**src/rtl/uart_rx.sv**
```systemverilog
// Oversampling UART receiver: 8 data bits LSB first, an even-parity bit and
// a stop bit, timed by a shared 16x baud-tick strobe. Each completed frame
// produces a one-cycle done pulse together with the byte and the error flags.
module uart_rx #(
    parameter int Data_bits = 9,
    parameter int St_ticks  = 8,
    parameter int Dt_ticks  = 16,
    parameter int Sp_ticks  = 16
) (
    input  logic                 clk,
    input  logic                 Reset,
    input  logic                 s_ticks,
    input  logic                 rx,
    output logic [Data_bits-2:0] data_out,
    output logic                 rx_done_tick,
    output logic                 parity_err,
    output logic                 frame_err,
    output logic                 busy
);

    localparam int DataW    = Data_bits - 1;
    localparam int MaxTicks = (Dt_ticks > Sp_ticks) ? Dt_ticks : Sp_ticks;
    localparam int CntW     = $clog2(MaxTicks);
    localparam int BitW     = $clog2(Data_bits);

    localparam logic [CntW-1:0] StLast   = CntW'(St_ticks - 1);
    localparam logic [CntW-1:0] DtLast   = CntW'(Dt_ticks - 1);
    localparam logic [CntW-1:0] SpLast   = CntW'(Sp_ticks - 1);
    localparam logic [BitW-1:0] DataLast = BitW'(DataW - 1);

    typedef enum logic [2:0] {
        IDLE,
        START,
        DATA,
        PARITY,
        STOP
    } state_t;

    state_t            state_q, state_d;
    logic [CntW-1:0]   tickCnt_q, tickCnt_d;
    logic [BitW-1:0]   bitCnt_q, bitCnt_d;
    logic [DataW-1:0]  shift_q, shift_d;
    logic              parity_q, parity_d;
    logic              breakWait_q, breakWait_d;
    logic [DataW-1:0]  dataOut_q, dataOut_d;
    logic              parityErr_q, parityErr_d;
    logic              frameErr_q, frameErr_d;
    logic              doneTick_q, doneTick_d;
    logic              rxMeta_q;
    logic              rxSync_q;

    // Two-flop synchronizer for the asynchronous line; resets to the idle level.
    always_ff @(posedge clk or posedge Reset) begin
        if (Reset) begin
            rxMeta_q <= 1'b1;
            rxSync_q <= 1'b1;
        end else begin
            rxMeta_q <= rx;
            rxSync_q <= rxMeta_q;
        end
    end

    // State, counters, shift register and output registers.
    always_ff @(posedge clk or posedge Reset) begin
        if (Reset) begin
            state_q     <= IDLE;
            tickCnt_q   <= '0;
            bitCnt_q    <= '0;
            shift_q     <= '0;
            parity_q    <= 1'b0;
            breakWait_q <= 1'b0;
            dataOut_q   <= '0;
            parityErr_q <= 1'b0;
            frameErr_q  <= 1'b0;
            doneTick_q  <= 1'b0;
        end else begin
            state_q     <= state_d;
            tickCnt_q   <= tickCnt_d;
            bitCnt_q    <= bitCnt_d;
            shift_q     <= shift_d;
            parity_q    <= parity_d;
            breakWait_q <= breakWait_d;
            dataOut_q   <= dataOut_d;
            parityErr_q <= parityErr_d;
            frameErr_q  <= frameErr_d;
            doneTick_q  <= doneTick_d;
        end
    end

    // Next-state logic: frame sequencing, bit sampling and result capture.
    always_comb begin
        state_d     = state_q;
        tickCnt_d   = tickCnt_q;
        bitCnt_d    = bitCnt_q;
        shift_d     = shift_q;
        parity_d    = parity_q;
        breakWait_d = breakWait_q;
        dataOut_d   = dataOut_q;
        parityErr_d = parityErr_q;
        frameErr_d  = frameErr_q;
        doneTick_d  = 1'b0;

        case (state_q)
            IDLE: begin
                tickCnt_d = '0;
                // After a framing error the line must go high again before a
                // new start edge counts, so a held break cannot retrigger.
                if (breakWait_q) begin
                    if (rxSync_q) begin
                        breakWait_d = 1'b0;
                    end
                end else if (!rxSync_q) begin
                    state_d = START;
                end
            end

            START: begin
                if (s_ticks) begin
                    if (tickCnt_q == StLast) begin
                        tickCnt_d = '0;
                        if (!rxSync_q) begin
                            state_d  = DATA;
                            bitCnt_d = '0;
                            parity_d = 1'b0;
                        end else begin
                            state_d = IDLE;
                        end
                    end else begin
                        tickCnt_d = tickCnt_q + CntW'(1);
                    end
                end
            end

            DATA: begin
                if (s_ticks) begin
                    if (tickCnt_q == DtLast) begin
                        tickCnt_d = '0;
                        shift_d   = {rxSync_q, shift_q[DataW-1:1]};
                        parity_d  = parity_q ^ rxSync_q;
                        if (bitCnt_q == DataLast) begin
                            state_d = PARITY;
                        end else begin
                            bitCnt_d = bitCnt_q + BitW'(1);
                        end
                    end else begin
                        tickCnt_d = tickCnt_q + CntW'(1);
                    end
                end
            end

            PARITY: begin
                if (s_ticks) begin
                    if (tickCnt_q == DtLast) begin
                        tickCnt_d = '0;
                        parity_d  = parity_q ^ rxSync_q;
                        state_d   = STOP;
                    end else begin
                        tickCnt_d = tickCnt_q + CntW'(1);
                    end
                end
            end

            STOP: begin
                if (s_ticks) begin
                    if (tickCnt_q == SpLast) begin
                        tickCnt_d   = '0;
                        dataOut_d   = shift_q;
                        parityErr_d = parity_q;
                        frameErr_d  = ~rxSync_q;
                        breakWait_d = ~rxSync_q;
                        doneTick_d  = 1'b1;
                        state_d     = IDLE;
                    end else begin
                        tickCnt_d = tickCnt_q + CntW'(1);
                    end
                end
            end

            default: begin
                state_d = IDLE;
            end
        endcase
    end

    assign data_out     = dataOut_q;
    assign rx_done_tick = doneTick_q;
    assign parity_err   = parityErr_q;
    assign frame_err    = frameErr_q;
    assign busy         = (state_q != IDLE);

endmodule

```
**config.mk**
```make
export PLATFORM = sky130hd
export DESIGN_NAME = uart_rx
export DESIGN_NICKNAME = d
export VERILOG_FILES = /design/src/rtl/uart_rx.sv
export SDC_FILE = /design/constraint.sdc
export NUM_CORES = 1
export LEC_CHECK = 0
export ABC_AREA = 1
export BUFFER_PORTS_ARGS = -buffer_cell sky130_fd_sc_hd__buf_2
export CORE_UTILIZATION = 33
export DETAILED_ROUTE_END_ITERATION = 10
export PLACE_DENSITY_LB_ADDON = 0.12
export SLEW_MARGIN = 40
export SYNTH_ARGS = -nofsm -noshare
export SYNTH_HDL_FRONTEND = slang
export SYNTH_SLANG_ARGS = --single-unit
export TNS_END_PERCENT = 1
```
**constraint.sdc**
```tcl
create_clock -name clk -period 1.7 [get_ports clk]
set_clock_uncertainty 0.05 [all_clocks]
set_input_delay 0.085 -clock clk [delete_from_list [all_inputs] [get_ports clk]]
set_output_delay 0.085 -clock clk [all_outputs]
set_load 0.02 [all_outputs]
```
==> impl_metrics.csv, run 1 <==
group,metric,value,unit
routing,totalWireLength,3.235,mm
clock_network,post-cts-setup-buffers,0,
setup_path,slowest_stage,"dfrtp_1",
floorplan,fp.dieW,74.31,um
timing,relSlewSlack,70.80,%
logic_synthesis,async_flop_share,100.0,%
setup_path,r2r-end,"state_q[0]",
place,dp_hpwl,2.291,mm
clock_network,insertion_delay,0.29,ns
floorplan,start_util,35.36,%
finish,final_cells,290,
timing,setup_violations,0,
hold_path,hold_path_depth,3,
routing,first_iter_violations,78,
pwr,total_power,2878,uW
timing,slew_viol_final,0,
grt,antenna_found_initial,0,
pwr,swShare,37.74,%
setup_path,crit_path_cell_trace,"inv_2 > nand2_1 > nor2_1 > inv_1 > buf_2",
timing,hold_viol,0,
place,port_buffers,15,
logic_synthesis,synthesis.area,1725,sq um
finish,drive_gt1_share,27.80,%
grt,gr-usage-all-layers,13.88,%
setup_path,worstRegToRegCells,10,
finish,num-nets-final,228,
timing,holdWs,0.1578,ns
clock_network,cts-root-buf,"clkbuf_8",
floorplan,ios,16,
logic_synthesis,yosys_warnings,0,
logic_synthesis,yosys.area.top_type,"dfrtp_1",
routing,drc,0,
run_status,status,"completed",
clock_network,cts_buffers,5,
timing,max_freq,0.6345,GHz
pwr,p_leak,0.001021,uW
timing,rsz0062_at_grt,"false",
setup_path,arrival,1.44,ns
pwr,ir_worst_vdd,0.5537,mV
timing,period_needed,1.576,ns
setup_path,start_kind,"flip-flop",
floorplan,rows,25,
grt,grt_pass1_wl,5.699,mm
floorplan,die_area,5522,sq um
grt,grt_pass1_vias,1257,
logic_synthesis,synth_edf_count,0,
finish,fill_cells,497,
setup_path,r2r_start,"tickCnt_q[0]",
logic_synthesis,synthFlopType,"dfrtp_1",
place,gp_congestion,0.7546,
setup_path,cp_max_fo,7,
routing,routed_via_density,4.417,
setup_path,ff2ff_setup_slack,0.17,ns
timing,tightestPinTransition,0.4380,ns
clock_network,cts_max_level,2,
logic_synthesis,synth_top_area_share,46.41,%
timing,period_share,92.71,%
grt,grt.busiest_layer,"met2",
pwr,seq_power_share,35.3,%
floorplan,dieHeight,74.31,um
logic_synthesis,synthTopCellsByArea,"dfrtp_1 46%, nand2_1 12%, nand3_1 4.6%",
finish,diodes,0,
logic_synthesis,ys_top_cells_by_count,"57 x nand2_1, 32 x dfrtp_1, 19 x inv_1, 16 x nand3_1, 10 x nor2_1",
logic_synthesis,synth_cell_types,28,
clock_network,cts_tree,"done",
clock_network,ctsLongestPathBuffers,2,
finish,fin_util,41.90,%
pwr,power_frac_clock,31.7,%
logic_synthesis,yosysMostFrequentCell,"nand2_1",
finish,areaGrowthSynthToFinish,18.49,%
grt,met2_usage,21.21,%
run,maxCapViolations,0,
pwr,cellInternalPower,1792,uW
setup_path,crit_type,"reg2out",
routing,ant_nets,0,
hold_path,hold_path_startpoint,"s_ticks",
logic_synthesis,synth-seq-cells,34,
logic_synthesis,synth_seq_area_share,49.46,%
setup_path,cp-end-kind,"output pin",
routing,drt-pass1-iter-count,4,
grt,grt_use_met1,18.51,%
setup_path,critPathMaxStageDelay,0.50,ns
finish,multi_input_area,763.2,sq um
grt,grtUsageMet3,4.065,%
routing,routed-via-count,1281,
logic_synthesis,syn_avg_cell_area,8.670,sq um
grt,grt_overflow,0,
clock_network,path_clk_slew,0.07,ns
finish,regArea,853.3,sq um
hold_path,hold_path_class,"in2reg",
hold_path,whs_endpoint,"rx_done_tick",
pwr,powerDensity,1407,nW/um^2
routing,wl_per_cell,11.16,um
clock_network,clock_sinks,34,
timing,finalSetupTns,0,ns
grt,grt_max_degree,35,
setup_path,required,1.56,ns
pwr,switchingPower,1086,uW
pwr,power_frac_comb,33.0,%
floorplan,core,4880,sq um
logic_synthesis,synthCells,199,
place,dp_cells,280,
logic_synthesis,syn_nets,205,
sequential cells by signal, summed over array words and instances (netlist names):
register,flops
bitCnt_q,4
breakWait_q,1
data_out,8
frame_err,1
parity_err,1
parity_q,1
rxMeta_q,1
rxSync_q,1
rx_done_tick,1
shift_q,8
state_q,3
tickCnt_q,4
layout by cell type, fill, tap and decap left out, types with 4 or more instances in the layout:
cell type / n
nor2_1: 10
nor2_4: 5
o21ai_1: 9
clkbuf_8: 5
buf_2: 15
o21ai_0: 4
dfrtp_1: 32
nand3_1: 16
inv_2: 6
nand2_1: 57
nand2_2: 6
inv_1: 19
o21ai_2: 9
worst max-delay path: cells and delay by family (launching register included):
kind / cells / cell delay, ns
buffers and inverters: 3 / 0.41
flip-flops: 1 / 0.50
AND/OR/NAND/NOR: 2 / 0.24
power groups by stage:
stage	Clock (uW)	Sequential (uW)	Combinational (uW)
2_1_floorplan	0	997	763
3_3_place_gp	0	1020	950
3_5_place_dp	0	1020	939
4_1_cts	938	1000	945
5_1_grt	976	1030	1080
6_report	913	1020	950
logic make-up after synthesis:
| logic type | Yosys count | synth area share, % |
|---|---|---|
| and+or+nand+nor | 106 | 30.82 |
| DFF | 34 | 49.46 |
| buffers and inverters | 29 | 7.324 |
| AOI/OAI and AO/OA | 25 | 9.427 |
| xor gates and xnor gates | 3 | 1.523 |
| adders and majority gates | 2 | 1.450 |
layer usage:
| layer | wire length (um) | up-vias |
|---|---|---|
| met3 | 91 | 6 |
| met2 | 1437 | 17 |
| li1 | - | 681 |
| met5 | 0 | - |
| met4 | 53 | 0 |
| met1 | 1653 | 577 |
worst max path at each step:
stage,slack (ns),from,endpoint
floorplan,0.25,tickCnt_q[0],bitCnt_q[2]
CTS,0.10,state_q[0],busy
finish,0.12,state_q[0],busy
global placement,0.14,tickCnt_q[0],bitCnt_q[1]
global route,0.01,tickCnt_q[0],state_q[1]
detailed placement,0.14,tickCnt_q[0],bitCnt_q[3]
repair_timing:
| action | 4_1_cts | 5_1_grt |
|---|---|---|
| endpoints found under the setup margin | 0 | 6 |
| gates resized for setup | 0 | 3 |
| hold endpoints to repair | 33 | 0 |
| hold buffers | 2 | 0 |
final cells by class:
class,instances,area share [%]
sequential,34,41.74
multi-input combinational,136,37.33
inverter,27,5.080
timing repair buffer,18,5.018
tap,67,4.100
clock buffer,5,3.366
clock inverter,3,3.366
metrics by stage:
step / worst slack [ns] / cell area (sq um)
after floorplan: 0.2476 / 1725
after global placement: 0.1427 / 1869
after global routing: 0.01272 / 2044
after detailed placement: 0.1400 / 1869
after CTS: 0.1033 / 2027
final: 0.1239 / 2044
Power figures use the tool's default switching activity.
==> inputs of run 2 (changes only) <==
- CORE_ASPECT_RATIO: unset -> 1.25
- CTS_BUF_LIST: unset -> sky130_fd_sc_hd__clkbuf_2 sky130_fd_sc_hd__clkbuf_4 sky130_fd_sc_hd__clkbuf_8
==> run 2 against run 1 <==
Effect of this change: worst hold slack improved by 0.019 ns; utilization decreased by 2.5 points; maximum frequency increased by 0.16%; critical path depth unchanged; sequential share of layout area increased by 1.3 points; power decreased by 11%; global-route usage decreased by 0.26 points; critical path type unchanged; largest cell class unchanged.
==> impl_metrics.csv, run 2 (synthesis gave the netlist of run 1 again) <==
group,metric,value,unit
hold_path,hold_path_class,"in2reg",
timing,finalSetupTns,0,ns
clock_network,path_clk_slew,0.07,ns
grt,gr-usage-all-layers,13.62,%
routing,drc,0,
grt,grt_pass1_wl,5.699,mm
setup_path,crit_type,"reg2out",
timing,hold_viol,0,
pwr,power_frac_clock,23.9,%
place,dp_hpwl,2.417,mm
grt,grt_max_degree,35,
clock_network,cts_buffers,5,
clock_network,cts_max_level,2,
routing,drt-pass1-iter-count,4,
timing,tightestPinTransition,0.4519,ns
routing,routed_via_density,4.608,
floorplan,ios,16,
finish,drive_gt1_share,28.57,%
floorplan,fp.dieW,66.68,um
pwr,p_leak,0.001004,uW
clock_network,cts-root-buf,"clkbuf_8",
floorplan,core,5044,sq um
floorplan,dieHeight,82.85,um
timing,setup_violations,0,
timing,period_share,92.57,%
pwr,powerDensity,1290,nW/um^2
setup_path,start_kind,"flip-flop",
finish,layout_common_cells,"57 x nand2_1, 31 x dfrtp_1, 19 x inv_1",
timing,max_freq,0.6355,GHz
pwr,swShare,39.84,%
finish,fill_cells,530,
finish,mostFrequentLayoutCell,"nand2_1",
grt,antenna_found_initial,0,
routing,totalWireLength,3.300,mm
routing,wl_per_cell,11.54,um
floorplan,die_area,5524,sq um
grt,grt_overflow,0,
setup_path,cp-end-kind,"output pin",
clock_network,ctsLongestPathBuffers,2,
run_status,status,"completed",
place,gp_congestion,0.8226,
grt,grt_pass1_vias,1292,
pwr,power_frac_comb,36.6,%
timing,period_needed,1.574,ns
setup_path,worstRegToRegCells,10,
floorplan,start_util,34.21,%
setup_path,required,1.56,ns
pwr,cellInternalPower,1541,uW
timing,slew_viol_final,0,
pwr,switchingPower,1020,uW
setup_path,cp_max_fo,5,
hold_path,hold_path_depth,3,
clock_network,insertion_delay,0.28,ns
pwr,seq_power_share,39.5,%
finish,fin_util,39.37,%
setup_path,ff2ff_setup_slack,0.15,ns
timing,rsz0062_at_grt,"false",
finish,diodes,0,
pwr,ir_worst_vdd,0.4869,mV
clock_network,clock_sinks,34,
routing,ant_nets,0,
clock_network,cts_tree,"done",
routing,routed-via-count,1318,
run,maxCapViolations,0,
finish,num-nets-final,229,
floorplan,rows,29,
clock_network,post-cts-setup-buffers,0,
routing,first_iter_violations,68,
finish,areaGrowthSynthToFinish,15.08,%
place,port_buffers,15,
setup_path,arrival,1.44,ns
timing,relSlewSlack,69.87,%
## run 2: worst paths after layout
| check | from | end |
|---|---|---|
| worst min-delay path | s_ticks | rx_done_tick |
| min in group asynchronous | Reset | parity_err |
| worst max-delay path | state_q[1] | busy |
| max in group asynchronous | Reset | state_q[0] |
| worst min register to register | rxMeta_q | rxSync_q |
| worst max register to register | tickCnt_q[0] | bitCnt_q[1] |
## run 2: through the flow
step                hold slack (ns)  worst slack (ns)  total power (uW)  instances  cell area (sq um)
finish                       0.1772            0.1263              2561        286               1986
global route                 0.1864          0.001053              2771        286               1986
CTS                          0.1671           0.08260              2596        286               1982
detailed placement           0.1414            0.1303              1960        276               1871
global placement             0.1394            0.1617              1971        276               1871
floorplan                   0.03948            0.2476              1761        199               1725
## run 2: cell type report
cell class | count | area [sq um] | area share (%)
multi-input cells | 136 | 748.2 | 37.68
well taps | 62 | 77.57 | 3.907
clock buffers | 8 | 91.34 | 4.600
repair buffers | 19 | 110.1 | 5.545
flip-flops and latches | 34 | 854.6 | 43.04
inverters | 27 | 103.9 | 5.230
## run 2: repair_timing
item | 4_1_cts | 5_1_grt
setup endpoints to repair | 0 | 5
hold buffers | 2 | 0
resized for setup | 0 | 2
endpoints found under the hold margin | 33 | 0
## run 2: metal layers
layer  vias up  track usage [%]  wire [um]
met5         -                0          0
met3         6            3.297         86
li1        684                -          -
met1       609            17.49       1555
met4         0            6.190         65
met2        19            21.21       1593
## run 2: power groups by stage
stage | Sequential [uW] | Clock [uW] | Combinational, uW
5_1_grt | 1020 | 685 | 1060
2_1_floorplan | 997 | 0 | 763
6_report | 1010 | 613 | 937
3_5_place_dp | 1020 | 0 | 937
4_1_cts | 1010 | 641 | 947
3_3_place_gp | 1030 | 0 | 944
## run 2: critical path, stage by stage, from the launching register on
cell,delay (ns)
dfrtp_1,0.47
inv_2,0.11
nand2_1,0.07
nor2_1,0.19
inv_1,0.13
buf_2,0.18
==> inputs of run 3 (changes only) <==
- CTS_BUF_LIST: sky130_fd_sc_hd__clkbuf_2 sky130_fd_sc_hd__clkbuf_4 sky130_fd_sc_hd__clkbuf_8 -> sky130_fd_sc_hd__clkbuf_8
==> run 3 against run 2 <==
Effect of this change: setup slack gained 0.0078 ns; non-clock buffer count is the same; critical path depth is the same.
==> impl_metrics.csv, run 3 (synthesis gave the netlist of run 1 again) <==
group,metric,value,unit
run_status,status,"completed",
finish,num-nets-final,229,
finish,fin_area,1974,sq um
setup_path,worstRegToRegCells,10,
setup_path,crit_path_cell_trace,"inv_2 > nand2_1 > nor2_1 > inv_1 > buf_2",
routing,totalWireLength,3.293,mm
finish,regArea,854.6,sq um
timing,period_share,92.11,%
finish,diodes,0,
clock_network,path_clk_slew,0.06,ns
timing,relSlewSlack,69.86,%
finish,multi_input_area,748.2,sq um
setup_path,cp_max_fo,5,
setup_path,ff2ff_setup_slack,0.15,ns
grt,grt_max_degree,35,
timing,holdWs,0.1845,ns
clock_network,clock_sinks,34,
setup_path,crit_type,"reg2out",
hold_path,hold_path_startpoint,"s_ticks",
routing,routed-via-count,1330,
place,port_buffers,15,
timing,max_freq,0.6386,GHz
routing,drc,0,
timing,slew_viol_final,0,
clock_network,cts-root-buf,"clkbuf_8",
finish,areaGrowthSynthToFinish,14.43,%
clock_network,insertion_delay,0.28,ns
setup_path,critPathMaxStageDelay,0.47,ns
clock_network,cts_max_level,2,
timing,period_needed,1.566,ns
floorplan,die_area,5524,sq um
grt,grt_overflow,0,
timing,setup_violations,0,
floorplan,fp.dieW,66.68,um
setup_path,cp_top_family,"flip-flops",
hold_path,hold_path_depth,3,
floorplan,core,5044,sq um
routing,wl_per_cell,11.51,um
grt,grt_use_met1,17.49,%
grt,grt_pass1_vias,1308,
setup_path,slowest_stage,"dfrtp_1",
grt,grt_pass1_wl,5.713,mm
setup_path,required,1.56,ns
finish,layout_common_cells,"57 x nand2_1, 31 x dfrtp_1, 22 x inv_1",
floorplan,rows,29,
pwr,p_leak,0.001006,uW
place,gp_congestion,0.8226,
setup_path,cp-end-kind,"output pin",
hold_path,whs_endpoint,"rx_done_tick",
finish,drive_gt1_share,27.23,%
grt,gr-usage-all-layers,13.65,%
grt,grt.busiest_layer,"met2",
run,maxCapViolations,0,
finish,fill_cells,535,
routing,ant_nets,0,
routing,routed_via_density,4.650,
clock_network,post-cts-setup-buffers,0,
setup_path,start_kind,"flip-flop",
place,dp_hpwl,2.417,mm
hold_path,hold_path_class,"in2reg",
timing,tightestPinTransition,0.4520,ns
setup_path,r2r_start,"tickCnt_q[0]",
setup_path,arrival,1.43,ns
pwr,total_power,2494,uW
clock_network,ctsLongestPathBuffers,2,
floorplan,dieHeight,82.85,um
clock_network,cts_tree,"done",
routing,drt-pass1-iter-count,4,
floorplan,start_util,34.21,%
finish,mostFrequentLayoutCell,"nand2_1",
floorplan,ios,16,
place,placed_area,1871,sq um
pwr,powerDensity,1263,nW/um^2
pwr,ir_worst_vdd,0.4838,mV
setup_path,r2r-end,"bitCnt_q[1]",
grt,grtUsageMet3,3.297,%
routing,first_iter_violations,68,
grt,met2_usage,21.03,%
clock_network,cts_buffers,5,
grt,antenna_found_initial,0,
setup_path,path_buf_inv,3,
timing,hold_viol,0,
## run 3: cell types whose count changed in the layout (fill, tap and decap cells not counted)
cell and delta:
clkbuf_4 -3, inv_1 +3
## run 3: worst reg2reg max path: cells and delay by family (launching register included)
family	cells	cell delay (ns)
fa+ha+maj	1	0.22
buf+inv	2	0.19
flops	1	0.38
simple gates	7	0.60
## run 3: metrics by stage
step	TNS, ns	cells	setup slack [ns]	utilization [%]
global route	-0.0002226	286	-0.0002226	39.15
CTS	0	286	0.08056	39.07
floorplan	0	199	0.2476	-
detailed placement	0	276	0.1303	37.09
global placement	0	276	0.1617	37.09
finish	0	286	0.1342	39.15
## run 3: timing repair
item | CTS | global route
gates resized for setup | 0 | 2
hold endpoints to repair | 33 | 0
hold buffers | 2 | 0
endpoints found under the setup margin | 0 | 6
## run 3: area by class of cell
type	instances	share of cell area (%)
clock buffers	5	3.485
clock inverters	3	0.5703
inverters	27	5.260
multi-input cells	136	37.90
flip-flops and latches	34	43.28
well taps	62	3.929
repair buffers	19	5.577
## run 3: report_power, final
group | switching [uW] | total (uW) | internal (uW)
Combinational | 629 | 937 | 308
Clock | 272 | 545 | 273
Sequential | 117 | 1010 | 894
## run 3: metal layers
metal,share of wire [%],vias up
li1,-,684
met1,46,617
met2,49,22
met3,2.7,7
met4,1.9,0
met5,0,-
## run 3: worst max path at each step
stage	startpoint	to	slack (ns)	cells past startpoint
3_5_place_dp	tickCnt_q[0]	bitCnt_q[1]	0.13	10
4_1_cts	state_q[0]	busy	0.08	5
5_1_grt	tickCnt_q[0]	bitCnt_q[2]	-0.0002	10
3_3_place_gp	tickCnt_q[0]	bitCnt_q[1]	0.16	10
6_report	state_q[1]	busy	0.13	5
2_1_floorplan	tickCnt_q[0]	bitCnt_q[2]	0.25	10
